$ cat config.mk
export PLATFORM = sky130hd
export DESIGN_NAME = serial_add_ctrl
export DESIGN_NICKNAME = d
export VERILOG_FILES = /design/src/rtl/serial_add_pkg.sv /design/src/rtl/serial_fa_cell.sv /design/src/rtl/serial_add_ctrl.sv
export SDC_FILE = /design/constraint.sdc
export NUM_CORES = 1
export LEC_CHECK = 0
export CORE_ASPECT_RATIO = 0.5
export CORE_UTILIZATION = 40
export DETAILED_ROUTE_END_ITERATION = 10
export GPL_ROUTABILITY_DRIVEN = 0
export PLACE_DENSITY = 0.71
export REMOVE_ABC_BUFFERS = 1
export SYNTH_ARGS = -nofsm -noshare
export SYNTH_HDL_FRONTEND = slang
export SYNTH_HIERARCHICAL = 1
export SYNTH_SLANG_ARGS = --single-unit
$ cat constraint.sdc
create_clock -name clk -period 1.2 [get_ports clk]
set_input_delay 0.24 -clock clk [delete_from_list [all_inputs] [get_ports clk]]
set_output_delay 0.24 -clock clk [all_outputs]
set_load 0.02 [all_outputs]
$ cat src/rtl/serial_add_pkg.sv
// Shared definitions for the bit-serial add controller: FSM encodings and
// the bit-counter width derivation.
package serial_add_pkg;

  typedef enum logic [1:0] {
    ST_IDLE  = 2'd0,
    ST_SHIFT = 2'd1,
    ST_DONE  = 2'd2
  } state_t;

  // Counter must index bits 0..w-1; keep at least one bit for narrow operands.
  function automatic int cnt_width(input int w);
    if (w <= 2) begin
      return 1;
    end else begin
      return $clog2(w);
    end
  endfunction

endpackage

$ cat src/rtl/serial_fa_cell.sv
// Single 1-bit full-adder cell reused every cycle by the serial controller.
module serial_fa_cell (
  input  logic a,
  input  logic b,
  input  logic cin,
  output logic s,
  output logic cout
);

  assign s    = a ^ b ^ cin;
  assign cout = (a & b) | (a & cin) | (b & cin);

endmodule

$ cat src/rtl/serial_add_ctrl.sv
// Bit-serial add controller with valid/ready on both sides.
// Optional subtract support is enabled by defining SERIAL_SUB_EN.
module serial_add_ctrl
  import serial_add_pkg::*;
#(
  parameter int WIDTH = 4
) (
  input  logic             clk,
  input  logic             rst_n,
  input  logic             in_valid,
  output logic             in_ready,
  input  logic [WIDTH-1:0] a,
  input  logic [WIDTH-1:0] b,
  input  logic             c_in,
`ifdef SERIAL_SUB_EN
  input  logic             sub,
`endif
  output logic             out_valid,
  input  logic             out_ready,
  output logic [WIDTH-1:0] sum,
  output logic             c_out,
  output logic             ovf
);

  localparam int CNT_W = cnt_width(WIDTH);

  state_t           state_r, state_s;
  logic [WIDTH-1:0] a_sr_r, a_sr_s;
  logic [WIDTH-1:0] b_sr_r, b_sr_s;
  logic [WIDTH-1:0] sum_sr_r, sum_sr_s;
  logic [CNT_W-1:0] cnt_r, cnt_s;
  logic             carry_r, carry_s;
  logic [WIDTH-1:0] sum_r, sum_s;
  logic             c_out_r, c_out_s;
  logic             ovf_r, ovf_s;
  logic             out_valid_r, out_valid_s;
  logic             in_ready_r, in_ready_s;
  logic             fa_s_s;
  logic             fa_cout_s;
  logic             sub_s;
  logic             accept_s;

  serial_fa_cell u_fa (
    .a    (a_sr_r[0]),
    .b    (b_sr_r[0]),
    .cin  (carry_r),
    .s    (fa_s_s),
    .cout (fa_cout_s)
  );

`ifdef SERIAL_SUB_EN
  assign sub_s = sub;
`else
  assign sub_s = 1'b0;
`endif

  assign accept_s = in_valid & in_ready_r;

  // Next-state and next-datapath values for the IDLE/SHIFT/DONE sequence.
  always_comb begin
    state_s     = state_r;
    a_sr_s      = a_sr_r;
    b_sr_s      = b_sr_r;
    sum_sr_s    = sum_sr_r;
    cnt_s       = cnt_r;
    carry_s     = carry_r;
    sum_s       = sum_r;
    c_out_s     = c_out_r;
    ovf_s       = ovf_r;
    out_valid_s = out_valid_r;
    in_ready_s  = in_ready_r;
    case (state_r)
      ST_IDLE: begin
        if (accept_s) begin
          // Subtract is A + ~B + 1, so B is inverted once at load time.
          a_sr_s     = a;
          b_sr_s     = sub_s ? ~b : b;
          carry_s    = sub_s ? 1'b1 : c_in;
          sum_sr_s   = '0;
          cnt_s      = '0;
          in_ready_s = 1'b0;
          state_s    = ST_SHIFT;
        end else begin
          state_s = ST_IDLE;
        end
      end
      ST_SHIFT: begin
        a_sr_s   = {1'b0, a_sr_r[WIDTH-1:1]};
        b_sr_s   = {1'b0, b_sr_r[WIDTH-1:1]};
        sum_sr_s = {fa_s_s, sum_sr_r[WIDTH-1:1]};
        carry_s  = fa_cout_s;
        cnt_s    = cnt_r + {{(CNT_W-1){1'b0}}, 1'b1};
        if (cnt_r == CNT_W'(WIDTH - 1)) begin
          // carry_r here is the carry into the MSB cell.
          sum_s       = {fa_s_s, sum_sr_r[WIDTH-1:1]};
          c_out_s     = fa_cout_s;
          ovf_s       = carry_r ^ fa_cout_s;
          out_valid_s = 1'b1;
          cnt_s       = '0;
          state_s     = ST_DONE;
        end else begin
          state_s = ST_SHIFT;
        end
      end
      ST_DONE: begin
        if (out_ready) begin
          out_valid_s = 1'b0;
          in_ready_s  = 1'b1;
          state_s     = ST_IDLE;
        end else begin
          state_s = ST_DONE;
        end
      end
      default: begin
        out_valid_s = 1'b0;
        in_ready_s  = 1'b1;
        cnt_s       = '0;
        state_s     = ST_IDLE;
      end
    endcase
  end

  // FSM state register.
  always_ff @(posedge clk or negedge rst_n) begin
    if (!rst_n) begin
      state_r <= ST_IDLE;
    end else begin
      state_r <= state_s;
    end
  end

  // Datapath, handshake and result registers.
  always_ff @(posedge clk or negedge rst_n) begin
    if (!rst_n) begin
      a_sr_r      <= '0;
      b_sr_r      <= '0;
      sum_sr_r    <= '0;
      cnt_r       <= '0;
      carry_r     <= 1'b0;
      sum_r       <= '0;
      c_out_r     <= 1'b0;
      ovf_r       <= 1'b0;
      out_valid_r <= 1'b0;
      in_ready_r  <= 1'b1;
    end else begin
      a_sr_r      <= a_sr_s;
      b_sr_r      <= b_sr_s;
      sum_sr_r    <= sum_sr_s;
      cnt_r       <= cnt_s;
      carry_r     <= carry_s;
      sum_r       <= sum_s;
      c_out_r     <= c_out_s;
      ovf_r       <= ovf_s;
      out_valid_r <= out_valid_s;
      in_ready_r  <= in_ready_s;
    end
  end

  assign in_ready  = in_ready_r;
  assign out_valid = out_valid_r;
  assign sum       = sum_r;
  assign c_out     = c_out_r;
  assign ovf       = ovf_r;

endmodule

==> results.ini <==
[timing]
setup_slack_ps = -86.9
fmax_mhz = 777
rsz0062_at_grt = true
fin_crit_ps = 1290
slew_viol_final = 0
setup_violations = 8
worstMarginPinSlew_ps = 214
finalHoldViolCount = 0
skew_ps = 1.13
max-slew-margin-rel_pct = 85.3
fin_crit_sh_pct = 107
hold_ws_ps = 250

[drt]
avgViaCountPerCell = 5.36
totalWireLength_um = 2610
drc = 0
drtPass1Iterations = 4
ant_nets = 0
vias = 905
drt_iter0_drc = 40
wl_per_cell_um = 15.4

[die]
die_x_um = 75.9
rows = 12
ios = 21
chipHeight_um = 38.9
die-area_um2 = 2950
floorplan.initialDensity_pct = 45.7
placeableCoreArea_um2 = 2390

[clock_tree]
cts.clk_slew.worst_paths_ps = 90
numCtsBuffers = 3
cts-root-buf = clkbuf_8
cts-hold-fix-buffers = 0
cts_max_level = 1
max-clock-path-buffers = 2
clk_latency_ps = 280
clock_sinks = 24
cts_tree = built

[synth]
synthesis.instances = 91
synth_cell_types = 25
yosysSeqAreaShare_pct = 55.2
ys_ff_latch = 24
synth_flop_cell = dfrtp_1
synth_area_um2 = 1090
synth_enable_flop_cells = 0
synth_async_sr_flop_share_pct = 100
ys_warn_count = 6
syn_area_per_cell_um2 = 12.0

[global_routing]
overflow = 0
antenna_found_initial = 0
grtUsageTotal_pct = 18.6
grt_max_degree = 19
grt_pass1_wl_um = 3690
grt_pass1_vias = 780

[power_and_ir_drop]
clkPwrFrac_pct = 17.9
p_sw_uw = 1440
p_sw_share_pct = 35.5
sequentialPowerShare_pct = 34.5
vdd_drop_max_mv = 1.09
combPwrFrac_pct = 47.6
p_per_area_nw_per_um2 = 2460
p_leak_uw = 0.000777
p_int_uw = 2610

[place]
dp_hpwl_um = 1610
post-place-cells = 159
io_buffers = 20
post-place-ws_ps = -351

[setup_path]
critPathLaunchType = flip-flop
critPathKind = reg2reg
r2r_start = in_ready
required_ps = 1370
cp-end-kind = flip-flop
arrival_ps = 1460
cp_max_fo = 5
cp-startpoint = in_ready

[layout]
nFillCells = 168
drive_above_1_share_pct = 49.3
final_util_pct = 68.8
stdcell_count = 169
syn_to_final_growth_pct = 50.6
finalNetCount = 150
diodes = 0

[run_status]
violations = setup timing
outcome = finished with violations

[min_path]
hp-class = in2async

[run]
maxCapViolCount = 0

-- cell usage after synthesis, drive strengths merged, types with 2 or more instances --
cell / number / area [um2]
nand2: 6 / 22.5
buf: 4 / 31.3
o21ai: 20 / 100
mux2i: 7 / 70.1
a22oi: 2 / 15.0
nor2: 5 / 18.8
a22o: 4 / 35.0
dfrtp: 23 / 576
a21oi: 3 / 18.8
mux2: 6 / 67.6
-- through the flow --
step / power (uW) / cell area (um2) / setup TNS [ps]
global placement: 2800 / 1430 / -3650
floorplan: 2190 / 1060 / -1430
detailed placement: 2860 / 1430 / -4130
global route: 4320 / 1640 / -995
CTS: 3680 / 1540 / -306
finish: 4050 / 1640 / -398
-- layer usage --
layer | wire length [um] | track usage, %
met1 | 1220 | 24.3
met2 | 1240 | 29.4
met3 | 90 | 5.47
met4 | 53 | 6.94
met5 | 0 | 0
-- area by class of cell --
type / count / area (um2) / share of cell area [%]
sequential: 24 / 603 / 36.7
multi-input combinational: 63 / 572 / 34.8
timing repair buffer: 42 / 349 / 21.2
tap: 35 / 43.8 / 2.67
clock buffer: 3 / 41.3 / 2.51
clock inverter: 1 / 30.0 / 1.83
inverter: 1 / 3.75 / 0.228
-- sequential cells by signal, indices dropped and copies added (netlist names) --
signal     cells
sum_sr_r       3
state_r        2
carry_r        1
b_sr_r         4
in_ready       1
out_valid      1
c_out          1
cnt_r          2
ovf            1
sum            4
a_sr_r         4
-- worst paths after layout --
kind | end | slack (ps) | cells past startpoint
hold / removal | cnt_r[1] | 250 | 2
max in group asynchronous | state_r[1] | 680 | 2
hold reg to reg | c_out | 510 | 1
setup reg to reg | sum_sr_r[3] | -90 | 4
min in group clk | c_out | 510 | 1
setup / recovery | sum_sr_r[3] | -90 | 4
-- kinds of logic (layout without fill, tap and decap cells) --
| kind of cell | count (synthesis) | count (layout) | share of synthesized area, % |
|---|---|---|---|
| simple gates | 15 | 16 | 8.26 |
| flops | 24 | 24 | 55.2 |
| compound gates | 31 | 31 | 17.0 |
| fa+ha+maj | 2 | 2 | 2.98 |
| xor+xnor | 1 | 1 | 0.803 |
| buf+inv | 5 | 47 | 3.21 |
| mux | 13 | 13 | 12.6 |
-- cell usage in the layout, fill, tap and decap left out, drive strengths merged --
cell type      count
clkdlybuf4s50     12
a22oi              2
dfrtp             23
or2                2
dfstp              1
and3b              1
xnor2              1
nand3b             1
nor2b              1
o31ai              1
mux2i              7
bufinv             1
o21ai             20
clkbuf            11
mux2               6
nand2              6
nor2               5
a21oi              3
inv                1
o22a               1
fa                 1
a22o               4
ha                 1
buf               22
-- worst max-delay path: stages, from the launching register on --
cell and delay (ps):
dfstp_2 550, buf_6 110, a21oi_4 60, or2_4 270
a22o_1 190
-- power groups by stage --
| stage | sequential, uW | clock (uW) | combinational [uW] |
|---|---|---|---|
| floorplan | 1460 | 0 | 735 |
| global placement | 1340 | 0 | 1460 |
| detailed placement | 1360 | 0 | 1510 |
| CTS | 1350 | 722 | 1610 |
| global route | 1430 | 785 | 2100 |
| finish | 1390 | 725 | 1930 |
-- what timing repair did --
action | 4_1_cts | 5_1_grt
setup endpoints to repair | 26 | 27
gates cloned | 1 | 0
resized for setup | 26 | 40
endpoints found under the hold margin | 0 | 0
pin swaps | 5 | 10
buffers inserted | 1 | 4
(Power assumes the default switching activity.)
